==> src/rtl/axis_read_arbiter.sv <==
// axis_read_arbiter: two-requester round-robin arbiter in front of one AXI read path.
// A command (address, beat length) from either requester is handed to the read
// address generator and the read data unit. The returned beats are then steered
// to the owner until the full length has been delivered.
// Latency: 1 cycle from the req handshake to addr_valid/data_valid. After the last
// beat, the design spends 1 DONE cycle, then returns to IDLE where a new command
// can be accepted. This leaves one dead cycle between commands.
// Backpressure: up_ready follows the owner's outN_ready in ISSUE and STREAM. In
// IDLE and DONE it is 0.
// Ports:
//   clk, rst_n           clock, synchronous active-low reset
//   reqN_*               command inputs (address, length, valid/ready), N = 0/1
//   addr_*               command to the read address generator
//   data_*               length config to the read data unit
//   up_*                 beat stream from the read data unit (up_valid = post-pop strobe)
//   outN_*               beat stream to requester N
//   grant, busy          current owner index and command-in-progress flag
module axis_read_arbiter #(
  parameter int CONFIG_AWIDTH = 32,
  parameter int CONFIG_DWIDTH = 32,
  parameter int DATA_WIDTH    = 32
) (
  input  logic                     clk,
  input  logic                     rst_n,
  input  logic [CONFIG_AWIDTH-1:0] req0_address,
  input  logic [CONFIG_DWIDTH-1:0] req0_length,
  input  logic                     req0_valid,
  output logic                     req0_ready,
  input  logic [CONFIG_AWIDTH-1:0] req1_address,
  input  logic [CONFIG_DWIDTH-1:0] req1_length,
  input  logic                     req1_valid,
  output logic                     req1_ready,
  output logic [CONFIG_AWIDTH-1:0] addr_address,
  output logic [CONFIG_DWIDTH-1:0] addr_length,
  output logic                     addr_valid,
  input  logic                     addr_ready,
  output logic [CONFIG_DWIDTH-1:0] data_length,
  output logic                     data_valid,
  input  logic                     data_ready,
  input  logic [DATA_WIDTH-1:0]    up_data,
  input  logic                     up_valid,
  output logic                     up_ready,
  output logic [DATA_WIDTH-1:0]    out0_data,
  output logic                     out0_valid,
  input  logic                     out0_ready,
  output logic [DATA_WIDTH-1:0]    out1_data,
  output logic                     out1_valid,
  input  logic                     out1_ready,
  output logic                     grant,
  output logic                     busy
);

  typedef enum logic [3:0] {
    S_IDLE   = 4'b0001,
    S_ISSUE  = 4'b0010,
    S_STREAM = 4'b0100,
    S_DONE   = 4'b1000
  } state_t;

  localparam logic [CONFIG_DWIDTH-1:0] LEN_ZERO = '0;
  localparam logic [CONFIG_DWIDTH-1:0] LEN_ONE  = {{(CONFIG_DWIDTH-1){1'b0}}, 1'b1};

  state_t                   r_state;
  state_t                   w_state_nxt;
  logic [CONFIG_AWIDTH-1:0] r_addr;
  logic [CONFIG_DWIDTH-1:0] r_len;
  logic [CONFIG_DWIDTH-1:0] r_cnt;
  logic                     r_grant;
  logic                     r_last_grant;
  logic                     r_busy;
  logic                     r_addr_done;
  logic                     r_data_done;

  logic w_idle;
  logic w_issue;
  logic w_stream;
  logic w_route;
  logic w_sel0;
  logic w_sel1;
  logic w_take;
  logic w_take_len0;
  logic w_addr_fire;
  logic w_data_fire;
  logic w_cfg_done;
  logic w_beat;
  logic w_last;
  logic w_out_rdy;

  assign w_idle   = (r_state == S_IDLE);
  assign w_issue  = (r_state == S_ISSUE);
  assign w_stream = (r_state == S_STREAM);
  // Beats are accepted from the first ISSUE cycle on, because the data unit may
  // begin returning data before both config handshakes are seen here.
  assign w_route  = w_issue | w_stream;

  // Round robin: on a tie the requester that did not own the last command wins.
  // When rst_n is low, both ready outputs are held at 0, so no command is
  // consumed while the reset is being applied.
  assign w_sel0 = rst_n & req0_valid & (~req1_valid | r_last_grant);
  assign w_sel1 = rst_n & req1_valid & (~req0_valid | ~r_last_grant);
  assign w_take = w_idle & (w_sel0 | w_sel1);
  assign w_take_len0 = w_sel0 ? (req0_length == LEN_ZERO) : (req1_length == LEN_ZERO);

  assign w_addr_fire = addr_valid & addr_ready;
  assign w_data_fire = data_valid & data_ready;
  // Covers the case where both flags are already set. It also covers the case
  // where the last outstanding handshake completes in this cycle.
  assign w_cfg_done  = (r_addr_done | w_addr_fire) & (r_data_done | w_data_fire);

  assign w_out_rdy = r_grant ? out1_ready : out0_ready;
  assign w_beat    = w_route & up_valid;
  assign w_last    = w_beat & (r_cnt == (r_len - LEN_ONE));

  always_comb begin
    w_state_nxt = r_state;
    case (r_state)
      S_IDLE: begin
        if (w_take) begin
          w_state_nxt = w_take_len0 ? S_DONE : S_ISSUE;
        end
      end
      S_ISSUE: begin
        if (w_cfg_done) begin
          w_state_nxt = w_last ? S_DONE : S_STREAM;
        end
      end
      S_STREAM: begin
        if (w_last) begin
          w_state_nxt = S_DONE;
        end
      end
      S_DONE:  w_state_nxt = S_IDLE;
      default: w_state_nxt = S_IDLE;
    endcase
  end

  always_ff @(posedge clk) begin
    if (!rst_n) begin
      r_state      <= S_IDLE;
      r_addr       <= '0;
      r_len        <= '0;
      r_cnt        <= '0;
      r_grant      <= 1'b0;
      r_last_grant <= 1'b1;
      r_busy       <= 1'b0;
      r_addr_done  <= 1'b0;
      r_data_done  <= 1'b0;
    end else begin
      r_state <= w_state_nxt;
      if (w_take) begin
        r_addr      <= w_sel0 ? req0_address : req1_address;
        r_len       <= w_sel0 ? req0_length  : req1_length;
        r_grant     <= w_sel1;
        r_busy      <= 1'b1;
        r_cnt       <= '0;
        r_addr_done <= 1'b0;
        r_data_done <= 1'b0;
      end
      if (w_issue && w_addr_fire) begin
        r_addr_done <= 1'b1;
      end
      if (w_issue && w_data_fire) begin
        r_data_done <= 1'b1;
      end
      if (w_beat) begin
        r_cnt <= r_cnt + LEN_ONE;
      end
      if (r_state == S_DONE) begin
        r_last_grant <= r_grant;
        r_busy       <= 1'b0;
      end
    end
  end

  assign req0_ready   = w_idle & w_sel0;
  assign req1_ready   = w_idle & w_sel1;

  assign addr_address = r_addr;
  assign addr_length  = r_len;
  assign addr_valid   = w_issue & ~r_addr_done;
  assign data_length  = r_len;
  assign data_valid   = w_issue & ~r_data_done;

  assign up_ready     = w_route & w_out_rdy;
  assign out0_data    = up_data;
  assign out1_data    = up_data;
  assign out0_valid   = w_route & ~r_grant & up_valid;
  assign out1_valid   = w_route &  r_grant & up_valid;

  assign grant        = r_grant;
  assign busy         = r_busy;

endmodule

==> config.mk <==
export PLATFORM = sky130hd
export DESIGN_NAME = axis_read_arbiter
export DESIGN_NICKNAME = d
export VERILOG_FILES = /design/src/rtl/axis_read_arbiter.sv
export SDC_FILE = /design/constraint.sdc
export NUM_CORES = 1
export LEC_CHECK = 0
export CAP_MARGIN = 30
export CORE_MARGIN = 2
export CORE_UTILIZATION = 42
export CTS_CLUSTER_DIAMETER = 100
export DETAILED_ROUTE_END_ITERATION = 12
export PLACE_DENSITY = 0.8
export SKIP_CTS_REPAIR_TIMING = 1
export SYNTH_ARGS = -nofsm -noshare
export SYNTH_HDL_FRONTEND = slang
export SYNTH_SLANG_ARGS = --single-unit
==> constraint.sdc <==
create_clock -name clk -period 2.7 [get_ports clk]
set_input_delay 0.27 -clock clk [delete_from_list [all_inputs] [get_ports clk]]
set_output_delay 0.27 -clock clk [all_outputs]
set_load 0.005 [all_outputs]
After elaboration in Yosys (flattened, before gate mapping):

Index checks and enable logic that the tools add are counted.

* register bits: 105
* ROM bits: 0
* latch bits: 0
* RAM bits: 0
* memories kept: 0
* output and inout bits: 169
* logic and storage cells: 75

* shift operators: 0
* reduce and logical (&&, ||, !) cells: 9
* multipliers: 0
* muxes and demuxes: 15
* bitwise logic cells: 32
* magnitude comparators: 0
* add/subtract/negate cells: 2
* div/mod/pow operators: 0
* equal/unequal tests: 8

Operator list (count)
* 2-to-1 mux 32 bit: 4
* zero test 32 bit: 2
* adder 32 x 1 -> 32 bit, second input constant: 1
* equality test 32 bit: 1
* subtractor 32 x 1 -> 32 bit, second input constant: 1
* 2-to-1 mux 4 bit: 5
* bitwise AND 1 bit: 19
* case mux 4 bit (3 select lines): 1
* inverter 1 bit: 7
* != test 2 x 1 -> 1 bit, second input constant: 3
* bitwise OR 1 bit: 6
* nonzero test 2 bit: 3
* 2-to-1 mux 1 bit: 5
* equality test 4 x 1 -> 1 bit, second input constant: 1
* equality test 4 x 2 -> 1 bit, second input constant: 1
* equality test 4 x 3 -> 1 bit, second input constant: 1
* equality test 4 bit, second input constant: 1
* AND reduction 3 bit: 1
* logical AND 1 bit: 2
* OR reduction 2 bit: 1

Longest topological paths before layout:

Gate-level depths: netlist of the first run.

* word-level depth: 7
* gate-level depth with buffers: 9
* gate-level depth less buffers: 9

Worst setup path after synthesis of the first run:

No wires, ideal clock.

* kind: register to register
* from: register r_len[7], in the netlist addr_length[7]
* to: register r_state[2]
* setup slack: 0.233 ns
* buffers on the path: 1
* data arrival time: 2.352 ns
* cell stages (with the launch flop): 9
* clock period less this slack: 2.467 ns
* cells stage by stage: dfxtp_1 clkbuf_2 nor3_1 nand4_2 or3_1 o31ai_1 nand4_1 or4_1 o21ba_2

* longest elaborated chain between the ends: 6

Ends and longest elaborated chain
* start, declared: line 66 `logic [CONFIG_DWIDTH-1:0] r_len;`
* start signal, assigned: line 152 `r_len <= w_sel0 ? req0_length : req1_length;`
* subtractor 32 x 1 -> 32 bit (*): line 112 `assign w_last = w_beat & (r_cnt == (r_len - LEN_ONE));`
* equality test 32 bit (*): line 112
* bitwise AND 1 bit (*): line 112
* 2-to-1 mux 4 bit: line 124 `w_state_nxt = w_last ? S_DONE : S_STREAM;`
* 2-to-1 mux 4 bit: line 123 `if (w_cfg_done) begin`
* case mux 4 bit (3 select lines): line 116 `case (r_state)`
* end signal, assigned: line 149 `r_state <= w_state_nxt;`
* end, declared: line 63 `state_t r_state;`

Every way passes the cells marked *; elsewhere a longest branch is shown, timed or not. The select of a mux whose other input is x is not followed.
A chain may end at the register's enable or synchronous reset.

Final worst setup path of the first run:

* from: register r_state[3]
* to: output port req1_ready

* longest elaborated chain between the ends: 2

Ends and longest elaborated chain
* equality test 4 x 1 -> 1 bit: line 89 `assign w_idle = (r_state == S_IDLE);`
* bitwise AND 1 bit: line 176 `assign req1_ready = w_idle & w_sel1;`
* end, declared: line 32 `output logic req1_ready,`

No other way between the ends.

==> flow_metrics.tcl, run 1 <==
set metrics [dict create \
    status "completed" \
    insertion_delay_ps 350 \
    synth_edf_count 0 \
    fill_cells 1436 \
    power_mw 4.59 \
    rr_startpoint "addr_length[0]$_SDFFE_PN0P_" \
    drt-vias-per-instance 5.45 \
    dr_total_vias 6537 \
    wl_per_cell_um 17.8 \
    dr.pass1.iters 7 \
    leakagePower_nw 4.50 \
    numPortBuffers 241 \
    grt_pass1_vias 6381 \
    crit_chain "or4b_4, or3b_4, inv_1, clkdlybuf4s50_1" \
    min_from "rst_n" \
    numCtsBuffers 9 \
    cts_tree "yes" \
    coreArea_sq_um 16000 \
    cts_max_path_buffers 2 \
    final_util 0.594 \
    worstPathRequired_ps 2430 \
    drt_iter0_markers 370 \
    reg2reg_setup_slack_ps 150 \
    die-area_sq_um 17500 \
    r2r_cells 8 \
    area_growth_pct 37.0 \
    rows 46 \
    post-synth-top-area-fraction 0.303 \
    hold_path_depth 2 \
    cts.htree.levels 3 \
    die_height_um 132 \
    clkSinkCount 105 \
    rsz0062_at_grt "no" \
    cp_max_fo 6 \
    clock_skew_ps 7.44 \
    critical_path_class "flop to output port" \
    clock-root-buffer "clkbuf_16" \
    globalRouteOverflowTotal 0 \
    synth_area_per_cell_sq_um 8.51 \
    timing.final.hold_violations 0 \
    yosysWarningCount 0 \
    min_period_over_period 0.965 \
    tightest_slew_ps 705 \
    grt_max_degree 95 \
    ir_worst_vdd_uv 392 \
    reg2reg_to "r_state[2]$_SDFFE_PN0P_" \
    ios 338 \
    register_area_sq_um 2100 \
    dp_hpwl_um 16300 \
    syn-num-nets 986 \
    track_usage 0.236 \
    synth.top_cells.by_count "dfxtp_1, buf_4, nand2_1, mux2i_1, o211a_1" \
    critPathMaxStageDelay_ps 570 \
    cpMaxStageDelayCell "or4b_4" \
    maxCapViolCount 0 \
    crit_family "simple AND/OR/NAND/NOR gates" \
    antenna_cells 0 \
    fin_setup_tns_ps 0 \
    yosys.area.top_type "dfxtp_1" \
    slew_viol_final 0 \
    layout-drive-gt1-share 0.0885 \
    layout.nets 1150 \
    finalWeightedCongestion 0.885 \
    synth_ff_type "dfxtp_1" \
    syn-cell-area_sq_um 6930 \
    die_w_um 132 \
    grt_pass1_wl_um 33100 \
    async_reset_ff_frac 0 \
    start_util 0.433 \
    netlist_instances 815 \
    max_freq_ghz 0.384 \
    drc 0 \
    multi_input_area_sq_um 3940 \
    relSlewSlack 0.530 \
    cp-start-kind "flop" \
    crit_path_end_kind "output port" \
    synth-seq-cells 105 \
    ant_nets 0 \
    path_clk_slew_ps 70 \
    yosysSeqAreaShare 0.303 \
    yosys-top-cells-area "dfxtp_1, mux2i_1, buf_4" \
    synth_cell_types 58 \
    min_period_ps 2610 \
    path_buf_inv 2 \
    powerDensity_nw_per_um2 483 \
    wirelength_um 21300 \
    cp_data_arrival_time_ps 2340 \
    finalSetupViolations 0 \
    synth.most_common_cell "dfxtp_1" \
    antenna_found_initial 0 \
    hold_end "addr_address[17]$_SDFFE_PN0P_" \
    min_path_type "input pin to flop" \
]
==> cell usage in the layout, fill, tap and decap left out, types with 3 or more instances in the layout <==
cell type | Yosys | layout
clkdlybuf4s50_1 | 0 | 240
dfxtp_1 | 105 | 105
nand2_1 | 89 | 89
mux2i_1 | 73 | 73
o211a_1 | 65 | 65
buf_4 | 96 | 51
nor2_1 | 44 | 44
nand3_1 | 31 | 31
xor2_1 | 27 | 26
nor4_1 | 27 | 25
xnor2_1 | 23 | 23
o21ai_0 | 18 | 18
nor3_1 | 17 | 16
nand4_1 | 15 | 15
and2_1 | 14 | 14
a21oi_1 | 14 | 14
and3_1 | 11 | 11
a21boi_0 | 10 | 10
inv_1 | 9 | 9
or3_1 | 9 | 9
clkbuf_16 | 0 | 9
o211ai_1 | 6 | 6
nand3b_1 | 5 | 5
a31oi_1 | 5 | 5
a41o_1 | 4 | 4
nor4b_1 | 4 | 4
a21o_1 | 3 | 3
nor2b_1 | 3 | 3
a22oi_1 | 3 | 3
o31ai_1 | 3 | 3
o21a_1 | 3 | 3
buf_12 | 0 | 3
==> layout make-up <==
cell class | instances | share of cell area
multi-input combinational | 559 | 0.415
timing repair buffer | 295 | 0.301
sequential | 105 | 0.221
tap | 216 | 0.0285
clock buffer | 12 | 0.0270
clock inverter | 3 | 0.00422
inverter | 9 | 0.00356
==> routing by layer <==
layer	global-route usage	vias to the layer above	part of all wire	wire length, um
li1	-	3160	-	-
met1	0.252	3039	0.38	8160
met2	0.437	283	0.51	11000
met3	0.0648	55	0.071	1520
met4	0.0974	0	0.031	667
met5	0	-	0	0
==> power breakdown <==
part           switching, mW  internal [mW]
combinational          0.659          0.850
clock                  0.574          0.762
sequential            0.0871           1.66
total                   1.32           3.27
==> worst max-delay path by stage <==
stage / startpoint / end / slack [ps] / cells after the start
after floorplan: addr_length[7]$_SDFFE_PN0P_ / r_state[2]$_SDFFE_PN0P_ / 230 / 8
after global placement: addr_length[24]$_SDFFE_PN0P_ / r_state[2]$_SDFFE_PN0P_ / 160 / 7
after detailed placement: addr_length[24]$_SDFFE_PN0P_ / r_state[2]$_SDFFE_PN0P_ / 80 / 7
after CTS: r_state[3]$_SDFFE_PN0P_ / req1_ready / 20 / 4
after global routing: addr_length[5]$_SDFFE_PN0P_ / r_state[2]$_SDFFE_PN0P_ / 10 / 8
final: r_state[3]$_SDFFE_PN0P_ / req1_ready / 90 / 4
==> state kept, by name, indices dropped and copies added, names as in the netlist <==
register / cells
busy: 1
addr_length: 32
grant: 1
addr_address: 32
r_state: 4
r_addr_done: 1
r_last_grant: 1
r_cnt: 32
r_data_done: 1
==> worst register-to-register path, delay by kind of cell (launching register included) <==
kind	cells	cell delay [ps]
AND/OR/NAND/NOR	4	1300
multiplexers	2	470
flip-flops	1	310
AO/OA/AOI/OAI	1	210
buffers and inverters	1	150
==> stage by stage <==
| step | area, sq um | instances | hold WS, ps | setup slack, ps |
|---|---|---|---|---|
| after floorplan | 6930 | 815 | 409 | 233 |
| after global placement | 9130 | 1180 | 479 | 155 |
| after detailed placement | 9130 | 1180 | 485 | 79.4 |
| after CTS | 9420 | 1195 | 336 | 16.6 |
| after global routing | 9500 | 1199 | 349 | 13.8 |
| final | 9500 | 1199 | 336 | 94.7 |
==> kinds of logic (layout without fill, tap and decap cells) <==
group,count (synthesis),after routing,synth area share
mux,74,74,0.107
fa+ha+maj,2,2,0.00361
buf+inv,151,319,0.136
compound gates,145,145,0.171
xor+xnor,50,50,0.0632
simple gates,288,288,0.216
flops,105,105,0.303
Note: power is estimated with default switching activity, not from simulation.
==> run 2: changes to the inputs <==
--- a/config.mk
+++ b/config.mk
@@ -5,7 +5,7 @@
 export SDC_FILE = /design/constraint.sdc
 export NUM_CORES = 1
 export LEC_CHECK = 0
-export CAP_MARGIN = 30
+export CAP_MARGIN = 10
 export CORE_MARGIN = 2
 export CORE_UTILIZATION = 42
 export CTS_CLUSTER_DIAMETER = 100
==> results of run 2 <==
Same layout as run 1: the final DEF is identical, and so are final timing and power.
